<file path="src/rtl/countdown_timer_gen2.sv">
// countdown_timer_gen2: single-channel countdown timer feeding the 7-segment driver.
//
// A count is loaded from the register interface and decremented once every
// TICKS_PER_UNIT clocks while running. A synchronised start/stop button toggles
// running. One-shot or auto-reload behaviour is selected at expiry, and a
// one-cycle pulse marks each expiry.
//
// Optional feature macro: COUNTDOWN_BCD_COUNT_EN
//   defined   - count holds WIDTH/4 packed BCD digits, decrements with decimal
//               borrow, and load nibbles above 9 are clamped to 9.
//   undefined - plain binary count, load_value taken as-is.
//
// Ports:
//   clk          system clock, rising edge
//   reset        asynchronous active-high reset
//   load         synchronous load strobe
//   load_value   value captured on load
//   start_btn    raw start/stop button level (asynchronous to clk)
//   mode_reload  0 = one-shot, 1 = auto-reload (sampled at expiry)
//   count        current count
//   running      timer running
//   done         high while count == 0
//   expired      one-cycle pulse after reaching 0

module countdown_timer_gen2 #(
  parameter int unsigned WIDTH          = 16,
  parameter int unsigned TICKS_PER_UNIT = 1000
) (
  input  logic             clk,
  input  logic             reset,
  input  logic             load,
  input  logic [WIDTH-1:0] load_value,
  input  logic             start_btn,
  input  logic             mode_reload,
  output logic [WIDTH-1:0] count,
  output logic             running,
  output logic             done,
  output logic             expired
);

  localparam int unsigned PW = (TICKS_PER_UNIT > 1) ? $clog2(TICKS_PER_UNIT) : 1;
  localparam logic [PW-1:0] TickLast = PW'(TICKS_PER_UNIT - 1);
  localparam logic [WIDTH-1:0] One = {{(WIDTH-1){1'b0}}, 1'b1};

`ifdef COUNTDOWN_BCD_COUNT_EN
  // Clamp every nibble to a legal decimal digit.
  function automatic logic [WIDTH-1:0] bcd_clamp(input logic [WIDTH-1:0] v);
    logic [WIDTH-1:0] r;
    r = v;
    for (int i = 0; i < int'(WIDTH / 4); i++) begin
      if (v[4*i +: 4] > 4'd9) r[4*i +: 4] = 4'd9;
    end
    return r;
  endfunction

  // Decrement by one with decimal borrow ripple from the least significant digit.
  function automatic logic [WIDTH-1:0] bcd_dec(input logic [WIDTH-1:0] v);
    logic [WIDTH-1:0] r;
    logic             borrow;
    r      = v;
    borrow = 1'b1;
    for (int i = 0; i < int'(WIDTH / 4); i++) begin
      if (borrow) begin
        if (v[4*i +: 4] == 4'd0) begin
          r[4*i +: 4] = 4'd9;
        end else begin
          r[4*i +: 4] = v[4*i +: 4] - 4'd1;
          borrow      = 1'b0;
        end
      end
    end
    return r;
  endfunction
`endif

  // Button synchroniser, edge history and registered rise detect.
  logic sync1_q, sync2_q, sync3_q, rise_q;
  logic rise_d;

  logic [WIDTH-1:0] count_q, count_d;
  logic [WIDTH-1:0] reload_q, reload_d;
  logic [PW-1:0]    presc_q, presc_d;
  logic             running_q, running_d;
  logic             expired_q, expired_d;

  logic [WIDTH-1:0] load_eff;
  logic [WIDTH-1:0] count_dec;
  logic             tick;

`ifdef COUNTDOWN_BCD_COUNT_EN
  assign load_eff  = bcd_clamp(load_value);
  assign count_dec = bcd_dec(count_q);
`else
  assign load_eff  = load_value;
  assign count_dec = count_q - One;
`endif

  assign rise_d = sync2_q & ~sync3_q;
  assign tick   = running_q && (presc_q == TickLast);

  always_comb begin
    count_d   = count_q;
    reload_d  = reload_q;
    running_d = running_q;
    expired_d = 1'b0;

    // Prescaler only advances while running; a tick wraps it back to zero.
    if (!running_q || load || tick) begin
      presc_d = '0;
    end else begin
      presc_d = presc_q + PW'(1);
    end

    if (load) begin
      // Load wins over a same-cycle tick; the tick is simply dropped.
      count_d  = load_eff;
      reload_d = load_eff;
      if (rise_q) begin
        running_d = running_q ? 1'b0 : (load_eff != '0);
      end else if (load_eff == '0) begin
        running_d = 1'b0;
      end
    end else begin
      if (tick) begin
        if (count_q > One) begin
          count_d = count_dec;
        end else if (count_q == One) begin
          expired_d = 1'b1;
          if (mode_reload && (reload_q != '0)) begin
            count_d = reload_q;
          end else begin
            count_d   = '0;
            running_d = 1'b0;
          end
        end
      end
      // A stop arriving with a tick still lets the tick (and any reload) land.
      if (rise_q) begin
        running_d = running_q ? 1'b0 : (count_q != '0);
      end
    end
  end

  always_ff @(posedge clk or posedge reset) begin
    if (reset) begin
      sync1_q   <= 1'b0;
      sync2_q   <= 1'b0;
      sync3_q   <= 1'b0;
      rise_q    <= 1'b0;
      count_q   <= '0;
      reload_q  <= '0;
      presc_q   <= '0;
      running_q <= 1'b0;
      expired_q <= 1'b0;
    end else begin
      sync1_q   <= start_btn;
      sync2_q   <= sync1_q;
      sync3_q   <= sync2_q;
      rise_q    <= rise_d;
      count_q   <= count_d;
      reload_q  <= reload_d;
      presc_q   <= presc_d;
      running_q <= running_d;
      expired_q <= expired_d;
    end
  end

  assign count   = count_q;
  assign running = running_q;
  assign expired = expired_q;
  assign done    = (count_q == '0);

endmodule
</file>
<file path="config.mk">
export PLATFORM = sky130hd
export DESIGN_NAME = countdown_timer_gen2
export DESIGN_NICKNAME = d
export VERILOG_FILES = /design/src/rtl/countdown_timer_gen2.sv
export SDC_FILE = /design/constraint.sdc
export NUM_CORES = 1
export LEC_CHECK = 0
export CAP_MARGIN = 20
export CORE_ASPECT_RATIO = 1.2
export CORE_UTILIZATION = 35
export CTS_CLUSTER_SIZE = 40
export DETAILED_ROUTE_END_ITERATION = 10
export PLACE_DENSITY_LB_ADDON = 0.1
export SLEW_MARGIN = 20
export SYNTH_ARGS = -nofsm -noshare
export SYNTH_HDL_FRONTEND = slang
export SYNTH_SLANG_ARGS = --single-unit
</file>
<file path="constraint.sdc">
create_clock -name clk -period 2.7 [get_ports clk]
set_input_delay 0.54 -clock clk [delete_from_list [all_inputs] [get_ports clk]]
set_output_delay 0.54 -clock clk [all_outputs]
set_load 0.01 [all_outputs]
</file>
# Yosys cells after proc, flatten, opt, wreduce, memory -nomap -nowiden
# Cells that the tools add are included.
word_totals:
  regBits: 48
  in_bits: 21
  wordCells: 55
classes:
  n_addsub: 2
  n_lt_le_gt_ge: 1
  eq_ne: 5
  mux: 20
  n_bitwise: 2
  n_reduce_logical: 16
ops:
  columns: ["op", "count"]
  rows:
  - ["$mux 16", 5]
  - ["$reduce_bool 16->1", 3]
  - ["$logic_not 16->1", 2]
  - ["$eq 16x1->1 const B", 1]
  - ["$gt 16x1->1 const B", 1]
  - ["$sub 16x1->16 const B", 1]
  - ["$mux 1", 14]
  - ["$add 10x1->10 const B", 1]
  - ["$eq 10x10->1 const B", 1]
  - ["$mux 10", 1]
  - ["$reduce_bool 3->1", 3]
  - ["$ne 3x3->1 const B", 2]
  - ["$reduce_and 5->1", 1]
  - ["$ne 3x1->1 const B", 1]
  - ["$logic_and 1x1->1", 2]
  - ["$logic_or 1x1->1", 2]
  - ["$reduce_and 2->1", 1]
  - ["$reduce_bool 2->1", 1]
  - ["$and 1x1->1", 1]
  - ["$logic_not 1->1", 1]
  - ["$not 1->1", 1]

# Longest topological paths before layout
logic_depth:
  ltp_word: 8
  depth_mapped: 9
  mapped_depth_nobuf: 7

# Least setup slack after synthesis
# OpenSTA, ideal clock, no wires.
synth_path:
  kind: "register -> register"
  from: "register count_q[3], in the netlist count[3]"
  to: "register count_q[13], in the netlist count[13]"
  arrival_ns: 2.042
  setup_slack_ns: 0.532
  stages_incl_launch_ff: 7
  path_buffers: 1
  period_less_slack_ns: 2.168
  cell_sequence: "dfrtp_1 > or4_1 > buf_2 > nor4_4 > a31oi_1 > a22o_1 > a221o_1"
synth_between:
  elab_chain_len: 4
  elab_cells_between_ends: 8
synth_rtl:
  columns: ["item", "line", "source"]
  rows:
  - ["start: declaration", "80", "logic [WIDTH-1:0] count_q, count_d;"]
  - ["start signal: assignment", "160", "count_q <= count_d;"]
  - ["$sub 16x1->16 or $gt 16x1->1 (tied branches)", "95, 125", null]
  - ["$mux 16", "125", "if (count_q > One) begin"]
  - ["$mux 16", "124", "if (tick) begin"]
  - ["$mux 16", "114", "if (load) begin"]
# Several ways; a longest one is shown, not always the timed one. The select of a mux whose other input is x is not followed.
# A chain may end at the register's enable or synchronous reset.

# Worst setup path in the final report
layout_path:
  from: "register count_q[3], in the netlist count[3]"
  to: "output port done"
layout_between:
  elab_chain_len: 1
layout_rtl:
  columns: ["item", "line", "source"]
  rows:
  - ["$logic_not 16->1", "171", "assign done = (count_q == '0);"]
  - ["end: declaration", "37", "output logic done,"]
# Every way passes these cells.

==> results.cfg <==
[clocking]
cts_tree = yes
clock_latency_ns = 0.31
cts.sinks = 48
cts_hold_buf = 0
clockRootBuffer = clkbuf_8
cts.reportedPaths.clkPinSlew_ns = 0.10
clk_path_buf_depth = 2
postCtsSetupBuffers = 0
cts_buffers = 5
cts.htree.levels = 2

[routing]
num_vias = 2489
vias_per_cell = 5.63
ant_nets = 0
wl_um = 8190
drtPass1Iterations = 4
drcViolationCount = 0
wl_per_cell_um = 18.5
drtIter0Drc = 170

[sta]
worst_slack_ns = 0.0732
finalSetupTns_ns = 0
period_minus_slack_ns = 2.63
timing.fmax_mhz = 381
slew_violations = 0
finalClockSkew_ns = 0.00935
worst_pin_slew_ns = 0.487
rsz0062_at_grt = false
fin_crit_sh_pct = 97.3
finalSetupViolations = 0
hold_viol = 0
relSlewSlack_pct = 67.3

[critical_path]
crit_slowest_cell = clkdlybuf4s50_1
critPathBufInv = 1
cpLargestDelayFamily = simple AND/OR/NAND/NOR gates
critical_path.startpoint_type = register
worstPathArrival_ns = 2.09
cp_slowest_stage_delay_ns = 0.55
cp_data_required_time_ns = 2.16
path_max_fanout = 7
crit_chain = nor4_4 -> nand4_1 -> nor2_2 -> clkdlybuf4s50_1
path_class = register to primary output
end_kind = primary output

[grt]
grt_pass1_wl_um = 13200
grt_max_degree = 42
grtUsageMet3_pct = 3.15
met2_usage_pct = 35.8
grt_pass1_vias = 2519
grt-ovfl-total = 0
top_usage_layer = met2
grt_antenna_before_repair = 0
grt_usage_pct = 20.8
use_met1_pct = 25.9

[layout]
final_common_cell = dfrtp_1
n_antenna_cell = 0
stdcell_count = 442
finish.instance_area_um2 = 3520
layout-drive-gt1-share_pct = 14.0
nets = 374
layout_common_cells = dfrtp_1, clkdlybuf4s50_1, nor2_1
synthToLayoutAreaGrowth_pct = 28.0

[yosys]
synth_area_leaders = dfrtp_1, mux2_2, nor2_1, nand2_1, nand3_1
netlist-cell-type-count = 57
synth_warnings = 0
postSynthCellCount = 297
synth_top_area_share_pct = 43.7
yosysTopAreaCell = dfrtp_1
synth_top_family_by_area = simple AND/OR/NAND/NOR gates
synth_fa_ha_area_share_pct = 1.82
synth_xor_area_share_pct = 4.77
syn_nets = 322
avgSynthCellArea_um2 = 9.26
synth_edf_count = 0
synth_compound_area_share_pct = 17.4
synth.mux.area_fraction_pct = 4.46
synth_area_um2 = 2750
ys_ff_latch = 48
ys_seq_area_share_pct = 43.7
async_flop_share_pct = 100
synth_ff_type = dfrtp_1
synthSimpleGateAreaFrac_pct = 24.0

[floorplan]
coreArea_um2 = 7660
die_y_um = 99.1
ios = 40
num_rows = 35
dieArea_um2 = 8220
start_util_pct = 35.9
die_w_um = 82.9

[placement]
place_ws_ns = 0.181
dp_hpwl_um = 6230
port_buffers = 39
dpl.cell_count = 434
routabilityCongestion = 0.951
place_area_um2 = 3370

[power]
power_density_nw_per_um2 = 496
p_leak_uw = 0.00141
peakVddDrop_v = 0.000296

[worst_hold_path]
hold_class = register to register

[status]
outcome = complete, no violations

[flow_run]
max_cap_violations = 0
## stage by stage
| step | hold slack (ns) | util (%) | power (µW) |
|---|---|---|---|
| final | 0.363 | 45.9 | 1750 |
| after detailed placement | 0.336 | 44.0 | 1190 |
| after global routing | 0.386 | 45.9 | 1830 |
| after global placement | 0.339 | 44.0 | 1190 |
| after CTS | 0.366 | 45.9 | 1770 |
| after floorplan | 0.331 | - | 1010 |
## worst reg2reg max path, delay by kind of cell, from the launching register on
family | cells | cell delay [ns]
DFF | 1 | 0.49
and+or+nand+nor | 2 | 1.15
AOI/OAI and AO/OA | 3 | 0.62
## path summary, 6_finish.rpt
path                                       from                  endpoint  slack, ns  depth (start not counted)
min in group asynchronous                 reset      count[8]$_DFFE_PP0P_       0.50                          2
max in group asynchronous                 reset  reload_q[11]$_DFFE_PP0P_       1.70                          3
hold reg to reg               sync1_q$_DFF_PP0_         sync2_q$_DFF_PP0_       0.36                          0
hold / removal                sync1_q$_DFF_PP0_         sync2_q$_DFF_PP0_       0.36                          0
setup reg to reg           count[3]$_DFFE_PP0P_     count[13]$_DFFE_PP0P_       0.33                          5
setup / recovery           count[3]$_DFFE_PP0P_                      done       0.07                          4
## cell type report
cell class | instances | area [µm²]
clock buffer | 6 | 82.6
clock inverter | 2 | 38.8
fill | 726 | 4140
inverter | 15 | 56.3
multi-input combinational | 221 | 1470
sequential | 48 | 1200
tap | 92 | 115
timing repair buffer | 58 | 558
## registers in the layout (all words and copies together), names as in the netlist
name / flops
rise_q: 1
sync1_q: 1
reload_q: 16
sync3_q: 1
running: 1
presc_q: 10
expired: 1
sync2_q: 1
count: 16
## synth_stat cells (3+ instances only)
cell type  instances
nor4_1            11
xor2_1             9
mux2_2            10
nand2_1           23
or3_1              3
inv_1             14
a21oi_1           12
nor2_1            25
a31oi_1            6
o22ai_1            4
nand3_1           17
clkbuf_1           9
o21ai_0           11
o211ai_1           5
or2_2              3
buf_2              3
and2_1             4
nor2b_1            3
nand4_1            5
dfrtp_1           48
o31ai_1            4
a22o_1             4
and3_1             6
ha_1               4
xnor2_1            6
nor3_1            10
## power breakdown
group | internal, µW | total [µW] | switching (µW)
sequential | 772 | 838 | 65.8
combinational | 167 | 347 | 180
clock | 303 | 561 | 258
total | 1240 | 1750 | 503
## logic make-up after synthesis
family,count (synthesis)
AO/OA/AOI/OAI,68
XOR/XNOR,15
adder cells (fa/ha/maj),4
buffers and inverters,28
flip-flops,48
multiplexers,11
AND/OR/NAND/NOR,123
## routing by layer
layer | part of all wire [%] | wire length [µm] | vias up
met5 | 0 | 0 | -
met4 | 2.6 | 213 | 0
met3 | 3.1 | 254 | 15
met2 | 49 | 4010 | 66
met1 | 45 | 3710 | 1205
li1 | - | - | 1203
## timing repair
action / CTS / global route
pin swaps: 1 / 1
gates resized for setup: 3 / 2
endpoints found under the setup margin: 1 / 1
No activity file was read; power rests on OpenSTA's default activity.
